### src/rtl/hamming_pkg.sv
// Shared widths, controller states and result payload for the Hamming(7,4) link controller.
package hamming_pkg;

   localparam int unsigned DATA_W = 4;
   localparam int unsigned CODE_W = 7;
   localparam int unsigned SYN_W  = 3;
   localparam int unsigned POS_W  = 3;

   typedef enum logic [1:0] {IDLE, ENC, DEC, OUT} ctrl_state_t;

   typedef struct packed {
      logic [DATA_W-1:0] data;
      logic [SYN_W-1:0]  syndrome;
      logic              mismatch;
   } result_t;

   // Position 1..7 selects codeword bit 0..6; position 0 injects nothing.
   function automatic logic [CODE_W-1:0] pos_mask(input logic [POS_W-1:0] p);
      logic [CODE_W-1:0] m;
      m = '0;
      if (p != '0) m = CODE_W'(1) << (p - POS_W'(1));
      return m;
   endfunction

endpackage

### src/rtl/btn_toggle_sync.sv
// Push-button synchronizer with rising-edge detect; each press flips toggle_o once.
module btn_toggle_sync #(
   parameter int unsigned SYNC_STAGES = 2
) (
   input  logic clk,
   input  logic rst_n,
   input  logic btn_i,
   output logic toggle_o
);

   logic [SYNC_STAGES-1:0] sync_q;
   logic                   prev_q;
   logic                   toggle_q;
   logic                   toggle_d;
   logic                   rise_c;

   assign rise_c = sync_q[SYNC_STAGES-1] & ~prev_q;

   always_comb begin
      toggle_d = toggle_q;
      if (rise_c) toggle_d = ~toggle_q;
   end

   always_ff @(posedge clk or negedge rst_n) begin
      if (!rst_n) begin
         sync_q   <= '0;
         prev_q   <= 1'b0;
         toggle_q <= 1'b0;
      end else begin
         sync_q   <= {sync_q[SYNC_STAGES-2:0], btn_i};
         prev_q   <= sync_q[SYNC_STAGES-1];
         toggle_q <= toggle_d;
      end
   end

   assign toggle_o = toggle_q;

endmodule

### src/rtl/hamming_link_ctrl.sv
// Sequences one word through external Hamming(7,4) encoder/decoder with error injection.
// Define HAMMING_AUTO_INJECT_EN to take the injection position from an internal LFSR.
module hamming_link_ctrl
   import hamming_pkg::*;
#(
   parameter int unsigned CNT_W       = 8,
   parameter int unsigned SYNC_STAGES = 2
) (
   input  logic              clk,
   input  logic              rst_n,
   input  logic              in_valid,
   output logic              in_ready,
   input  logic [DATA_W-1:0] in_data,
   input  logic [POS_W-1:0]  err_pos,
   output logic [DATA_W-1:0] enc_data,
   input  logic [CODE_W-1:0] enc_code,
   output logic [CODE_W-1:0] dec_code,
   input  logic [SYN_W-1:0]  dec_syndrome,
   input  logic [DATA_W-1:0] dec_data,
   output logic              out_valid,
   input  logic              out_ready,
   output logic [DATA_W-1:0] out_data,
   output logic [SYN_W-1:0]  out_syndrome,
   output logic              mismatch,
   output logic [CNT_W-1:0]  err_count,
   input  logic              btn,
   output logic              disp_sel
);

   ctrl_state_t       state_q, state_d;
   logic [DATA_W-1:0] data_q, data_d;
   logic [POS_W-1:0]  pos_q, pos_d;
   logic [CODE_W-1:0] code_q, code_d;
   result_t           res_q, res_d;
   logic [CNT_W-1:0]  cnt_q, cnt_d;
   logic              in_ready_q, in_ready_d;
   logic              out_valid_q, out_valid_d;
`ifdef HAMMING_AUTO_INJECT_EN
   logic [POS_W-1:0]  lfsr_q, lfsr_d;
`endif

   always_comb begin
      state_d     = state_q;
      data_d      = data_q;
      pos_d       = pos_q;
      code_d      = code_q;
      res_d       = res_q;
      cnt_d       = cnt_q;
`ifdef HAMMING_AUTO_INJECT_EN
      lfsr_d      = lfsr_q;
`endif
      unique case (state_q)
         IDLE: begin
            if (in_valid) begin
               data_d  = in_data;
`ifdef HAMMING_AUTO_INJECT_EN
               pos_d   = lfsr_q;
               lfsr_d  = {lfsr_q[1:0], lfsr_q[2] ^ lfsr_q[1]};
`else
               pos_d   = err_pos;
`endif
               state_d = ENC;
            end
         end
         ENC: begin
            code_d  = enc_code ^ pos_mask(pos_q);
            state_d = DEC;
         end
         DEC: begin
            res_d.data     = dec_data;
            res_d.syndrome = dec_syndrome;
            res_d.mismatch = (dec_data != data_q);
            // Saturating count of words the decoder flagged.
            if ((dec_syndrome != '0) && (cnt_q != '1)) cnt_d = cnt_q + CNT_W'(1);
            state_d = OUT;
         end
         OUT: begin
            if (out_ready) state_d = IDLE;
         end
         default: state_d = IDLE;
      endcase
      in_ready_d  = (state_d == IDLE);
      out_valid_d = (state_d == OUT);
   end

   always_ff @(posedge clk or negedge rst_n) begin
      if (!rst_n) begin
         state_q     <= IDLE;
         data_q      <= '0;
         pos_q       <= '0;
         code_q      <= '0;
         res_q       <= '0;
         cnt_q       <= '0;
         in_ready_q  <= 1'b1;
         out_valid_q <= 1'b0;
`ifdef HAMMING_AUTO_INJECT_EN
         lfsr_q      <= 3'b001;
`endif
      end else begin
         state_q     <= state_d;
         data_q      <= data_d;
         pos_q       <= pos_d;
         code_q      <= code_d;
         res_q       <= res_d;
         cnt_q       <= cnt_d;
         in_ready_q  <= in_ready_d;
         out_valid_q <= out_valid_d;
`ifdef HAMMING_AUTO_INJECT_EN
         lfsr_q      <= lfsr_d;
`endif
      end
   end

   assign in_ready     = in_ready_q;
   assign out_valid    = out_valid_q;
   assign enc_data     = data_q;
   assign dec_code     = code_q;
   assign out_data     = res_q.data;
   assign out_syndrome = res_q.syndrome;
   assign mismatch     = res_q.mismatch;
   assign err_count    = cnt_q;

   btn_toggle_sync #(
      .SYNC_STAGES (SYNC_STAGES)
   ) u_btn (
      .clk      (clk),
      .rst_n    (rst_n),
      .btn_i    (btn),
      .toggle_o (disp_sel)
   );

endmodule
### config.mk
export PLATFORM = sky130hd
export DESIGN_NAME = hamming_link_ctrl
export DESIGN_NICKNAME = d
export VERILOG_FILES = /design/src/rtl/hamming_pkg.sv /design/src/rtl/btn_toggle_sync.sv /design/src/rtl/hamming_link_ctrl.sv
export SDC_FILE = /design/constraint.sdc
export NUM_CORES = 1
export LEC_CHECK = 0
export ABC_AREA = 0
export CAP_MARGIN = 20
export CORE_ASPECT_RATIO = 1.25
export CORE_UTILIZATION = 47
export DETAILED_ROUTE_END_ITERATION = 6
export PLACE_DENSITY = 0.91
export REMOVE_ABC_BUFFERS = 1
export SLEW_MARGIN = 10
export SYNTH_ARGS = -nofsm -noshare
export SYNTH_HDL_FRONTEND = slang
export SYNTH_SLANG_ARGS = --single-unit
### constraint.sdc
create_clock -name clk -period 4.6 [get_ports clk]
set_clock_uncertainty 0.2 [all_clocks]
set_input_delay 0.69 -clock clk [delete_from_list [all_inputs] [get_ports clk]]
set_output_delay 0.69 -clock clk [all_outputs]
set_load 0.1 [all_outputs]
==> flow_summary_export.csv, run 1 <==
group,metric,value,unit
run_status,outcome,"completed",
yosys,synth_cell_types,27,
clock_network,cts_tree,"done",
placement,io_buffers,55,
floorplan,start_util,0.500,
clock_network,htree_levels,2,
clock_network,cts_sinks,38,
sta,rsz0062_at_grt,"no",
sta,post-route-min-period,2.80,ns
placement,place_congestion,0.715,
route,post_drt_via_cell_ratio,5.16,
yosys,ys_ff_latch,38,
sta,setup_ws,1.80,ns
route,ant_nets,0,
grt,grt_max_degree,39,
yosys,synth_cells,139,
finish,fillers,256,
clock_network,clk_path_buf_depth,2,
finish,num_antenna_cells,0,
yosys,synthFlopType,"dfrtp_1",
yosys,synthMostInstantiatedCell,"dfrtp_1",
clock_network,clk_latency,0.28,ns
grt,grt_use_total,0.204,
floorplan,die_h,68.1,µm
sta,final-setup-viol-count,0,
setup_path,critPathRequiredTime,3.71,ns
grt,grt_pass1_wl,5400,µm
placement,dp_hpwl,2540,µm
sta,tns,0,ns
setup_path,crit_path_max_incr_delay,1.12,ns
clock_network,cts_made_buffers,5,
setup_path,cp-start-kind,"flip-flop",
setup_path,crit_type,"flip-flop to output port",
sta,slew_violations,0,
setup_path,cp-end-kind,"output port",
sta,max_freq,0.357,GHz
sta,tightest_slew,0.986,ns
clock_network,ctsRootBufferMaster,"clkbuf_8",
floorplan,die_width,54.9,µm
yosys,synthTopCellsByCount,"dfrtp_1 (37), nand2_1 (18), mux2_2 (16)",
route,drt_iter0_drc,22,
route,wirelength,3240,µm
grt,grt_pass1_vias,1287,
yosys,syn_avg_cell_area,11.8,µm²
yosys,syn_area,1640,µm²
setup_path,critical_path_arrival,1.91,ns
floorplan,dieArea,3730,µm²
finish,area_growth,39.8,%
grt,overflow,0,
sta,hold_viol,0,
job,drv_cap,0,
clock_network,post_cts_resized,0,
yosys,synth_edf_count,0,
finish,layout.nets,225,
floorplan,num_io_pins,56,
finish,drive_above_1_share,0.146,
clock_network,post-cts-setup-buffer-count,0,
route,vias,1212,
clock_network,clkTransAtPathRegs,0.07,ns
yosys,synth.area.top_cells,"dfrtp_1 (56%), mux2_2 (11%), xor2_1 (5.9%), nand2_1 (4.1%), o21ai_0 (2.7%)",
sta,slew_headroom,0.341,
setup_path,worstPathCellList,"clkdlybuf4s50_1",
clock_network,hold_buffers,0,
setup_path,slowest_stage,"clkdlybuf4s50_1",
placement,post-place-ws,2.10,ns
setup_path,path_max_fanout,1,
sta,fin_crit_sh,0.610,
yosys,synth_top_area_cell,"dfrtp_1",
setup_path,critPathBufInv,1,
route,post_drt_wl_per_cell,13.8,µm
hold_path,hold_path_class,"flip-flop to flip-flop",
floorplan,rows,23,
yosys,seq_area_frac_synth,0.580,
setup_path,crit_family,"buffers and inverters",
yosys,ys_warn_count,0,
route,drc,0,
grt,antenna_found_initial,0,
yosys,synth_top_area_share,0.564,
yosys,async_reset_ff_frac,1.00,
route,dr.pass1.iters,6,
floorplan,core_area,3280,µm²
[layout by cell type (no fill, tap or decap), drive strengths merged]
cell type / count
nor2: 10
clkdlybuf4s50: 54
o21ai: 9
nand4: 1
nand3: 3
mux2i: 1
buf: 1
nand2b: 4
xnor2: 4
nand3b: 2
nor3: 5
nand2: 18
ha: 1
or2: 2
and3: 1
mux2: 18
nor4: 1
dfstp: 1
inv: 4
nor3b: 2
xor2: 11
clkbuf: 7
dfrtp: 37
and4: 1
[registers in the layout (all words and copies together) (netlist names)]
name	cells
dec_code	7
state_q	2
out_valid	1
in_ready	1
err_count	8
pos_q	3
mismatch	1
out_syndrome	3
u_btn.prev_q	1
u_btn.toggle_o	1
u_btn.sync_q	2
out_data	4
enc_data	4
[layout make-up]
class	instances	area [µm²]	area share
tap	37	46.3	0.0202
multi-input combinational	94	659	0.287
clock buffer	7	76.3	0.0333
inverter	4	15.0	0.00654
sequential	38	952	0.415
timing repair buffer	55	546	0.238
[worst paths after layout]
kind,depth (start not counted),startpoint,slack [ns],end
max reg2reg,4,state_q[0]$_DFF_PN0_,2.59,err_count[5]$_DFFE_PN0P_
max in group asynchronous,1,rst_n,3.39,err_count[7]$_DFFE_PN0P_
min,0,u_btn.sync_q[0]$_DFF_PN0_,0.15,u_btn.sync_q[1]$_DFF_PN0_
min in group asynchronous,1,rst_n,0.30,u_btn.toggle_o$_DFFE_PN0P_
max,1,in_ready$_DFF_PN1_,1.80,in_ready
min reg2reg,0,u_btn.sync_q[0]$_DFF_PN0_,0.15,u_btn.sync_q[1]$_DFF_PN0_
[layer usage]
metal,global-route usage,share of wire,vias to the layer above
met2,0.378,0.56,42
li1,-,-,576
met1,0.203,0.36,587
met3,0.0756,0.063,7
met4,0.0577,0.014,0
met5,0,0,-
[stage by stage]
stage          hold slack, ns  utilization  area, µm²  std cells
3_3_place_gp            0.136        0.676       2220        228
3_5_place_dp            0.139        0.676       2220        228
4_1_cts                 0.154        0.699       2290        235
6_report                0.150        0.699       2290        235
2_1_floorplan           0.131            -       1630        136
5_1_grt                 0.158        0.699       2290        235
[cells by family after synthesis]
family | Yosys count | share of synthesized area
xor+xnor | 15 | 0.0800
mux | 19 | 0.130
flops | 38 | 0.580
compound gates | 9 | 0.0274
buf+inv | 7 | 0.0183
fa+ha+maj | 1 | 0.00762
simple gates | 50 | 0.157
Power of run 1 is left out: the tool's default activity adds up to more than one toggle a clock period on the data nets, which glitch-free logic cannot reach.
==> run 2: changes to the inputs <==
CORE_UTILIZATION = 40   (was 47)
PLACE_DENSITY = 0.84   (was 0.91)
clock period = 2.3 ns   (was 4.6 ns; I/O delays follow)
==> run 2 against run 1 <==
Against the previous run:
- non-clock buffer count rose by 2
- die area rose by 17%
- setup slack got worse by 1.2 ns
- core utilization fell by 11 points
- critical path depth rose by 4
- register-to-register slack got worse by 2.0 ns
- global-route usage fell by 4.8 points
- cell count rose by 8.5%
- sequential share of layout area rose by 0.39 points
- flip-flop and latch count did not move
- largest cell class unchanged
==> flow_summary_export.csv, run 2 (synthesized netlist as in run 1, its figures left out) <==
group,metric,value,unit
setup_path,cp-end-kind,"flip-flop",
setup_path,crit_family,"simple AND/OR/NAND/NOR gates",
placement,io_buffers,55,
finish,largest_register_ff_count,8,
placement,dp_hpwl,2230,µm
setup_path,r2r_end,"err_count[7]$_DFFE_PN0P_",
sta,slew_headroom,0.445,
finish,layout.nets,227,
setup_path,cp-start-kind,"input port",
grt,grt_pass1_wl,5090,µm
clock_network,clk_latency,0.28,ns
finish,drive_above_1_share,0.308,
setup_path,worstReg2RegStart,"state_q[0]$_DFF_PN0_",
floorplan,dieArea,4370,µm²
floorplan,num_io_pins,56,
clock_network,clkTransAtPathRegs,0.07,ns
sta,final-setup-viol-count,0,
route,dr.pass1.iters,4,
finish,area_growth,38.5,%
sta,fin_crit_sh,0.748,
setup_path,worstPathCellList,"clkdlybuf4s50_1 > nor3_1 > or2_4 > nor3_2 > mux2_1",
route,wirelength,3010,µm
route,ant_nets,0,
hold_path,hold_depth,0,
grt,overflow,0,
sta,rsz0062_at_grt,"no",
sta,max_freq,0.581,GHz
hold_path,hold_end,"u_btn.sync_q[1]$_DFF_PN0_",
finish,num_antenna_cells,0,
setup_path,crit_type,"input port to flip-flop",
clock_network,cts_tree,"done",
finish,layout_commonest_cell,"dfrtp_1",
floorplan,core_area,3850,µm²
sta,tns,0,ns
run_status,outcome,"completed",
finish,final_util,0.591,
setup_path,path_max_fanout,5,
setup_path,crit_path_max_incr_delay,0.48,ns
sta,hold_viol,0,
clock_network,cts_made_buffers,5,
route,vias,1192,
route,post_drt_wl_per_cell,11.8,µm
finish,layout_common_cells,"dfrtp_1 (37), buf_4 (31), clkdlybuf4s50_1 (24)",
sta,post-route-min-period,1.72,ns
clock_network,ctsRootBufferMaster,"clkbuf_8",
hold_path,hold_path_class,"flip-flop to flip-flop",
setup_path,rrSetupSlack,0.59,ns
floorplan,die_h,73.6,µm
floorplan,die_width,59.3,µm
grt,grt_use_total,0.155,
job,drv_cap,0,
hold_path,hp-start,"u_btn.sync_q[0]$_DFF_PN0_",
clock_network,htree_levels,2,
sta,tightest_slew,0.833,ns
setup_path,critPathBufInv,1,
grt,grt_pass1_vias,1184,
finish,layout.cells.non_filler,255,
clock_network,clk_path_buf_depth,2,
clock_network,cts_sinks,38,
route,post_drt_via_cell_ratio,4.67,
grt,antenna_found_initial,0,
grt,grt_max_degree,39,
setup_path,critPathRequiredTime,2.27,ns
placement,place_congestion,0.794,
setup_path,reg2reg_depth,4,
sta,slew_violations,0,
route,drt_iter0_drc,57,
setup_path,critical_path_arrival,1.69,ns
placement,dp.cells,246,
floorplan,rows,25,
setup_path,slowest_stage,"clkdlybuf4s50_1",
floorplan,start_util,0.427,
route,drc,0,
run 2: cell count changes in the layout (fill, tap and decap cells not counted), sizes merged:
cell / previous run / this run
buf: 1 / 32
clkdlybuf4s50: 54 / 24
clkinv: 0 / 1
dlygate4sd3: 0 / 1
run 2: how the worst max path moves through the flow:
| stage | from | to | slack, ns | cells past startpoint |
|---|---|---|---|---|
| final | dec_syndrome[0] | err_count[7]$_DFFE_PN0P_ | 0.58 | 5 |
| after global routing | state_q[0]$_DFF_PN0_ | err_count[7]$_DFFE_PN0P_ | 0.50 | 4 |
| after CTS | state_q[0]$_DFF_PN0_ | err_count[7]$_DFFE_PN0P_ | 0.57 | 4 |
| after detailed placement | dec_syndrome[0] | err_count[7]$_DFFE_PN0P_ | 0.27 | 5 |
| after global placement | dec_syndrome[1] | err_count[7]$_DFFE_PN0P_ | 0.32 | 5 |
| after floorplan | err_count[3]$_DFFE_PN0P_ | err_count[4]$_DFFE_PN0P_ | 0.06 | 4 |
run 2: metal layers:
metal	part of all wire	GRT usage
met1	0.42	0.190
met2	0.49	0.251
met3	0.070	0.0546
met4	0.011	0.0556
met5	0	0
run 2: cell type report:
class | count | area (µm²)
Sequential cell | 38 | 952
Timing Repair Buffer | 57 | 488
Inverter | 4 | 15.0
Tap cell | 54 | 67.6
Multi-Input combinational cell | 94 | 659
Fill cell | 336 | 1570
Clock buffer | 7 | 86.3
Clock inverter | 1 | 5.00
run 2: metrics by stage:
step                hold slack, ns  worst slack (ns)  instance area [µm²]
floorplan                   -0.151            0.0587                 1630
global placement             0.136             0.323                 2170
detailed placement           0.148             0.271                 2170
CTS                          0.163             0.567                 2270
global route                 0.178             0.501                 2270
finish                       0.162             0.580                 2270
run 2: repair_timing:
item                      CTS  global route
hold endpoints to repair   30             0
hold buffers                1             0
buffers inserted            0             0
gates resized for setup     0             0
Power of run 2 is left out for the same reason.
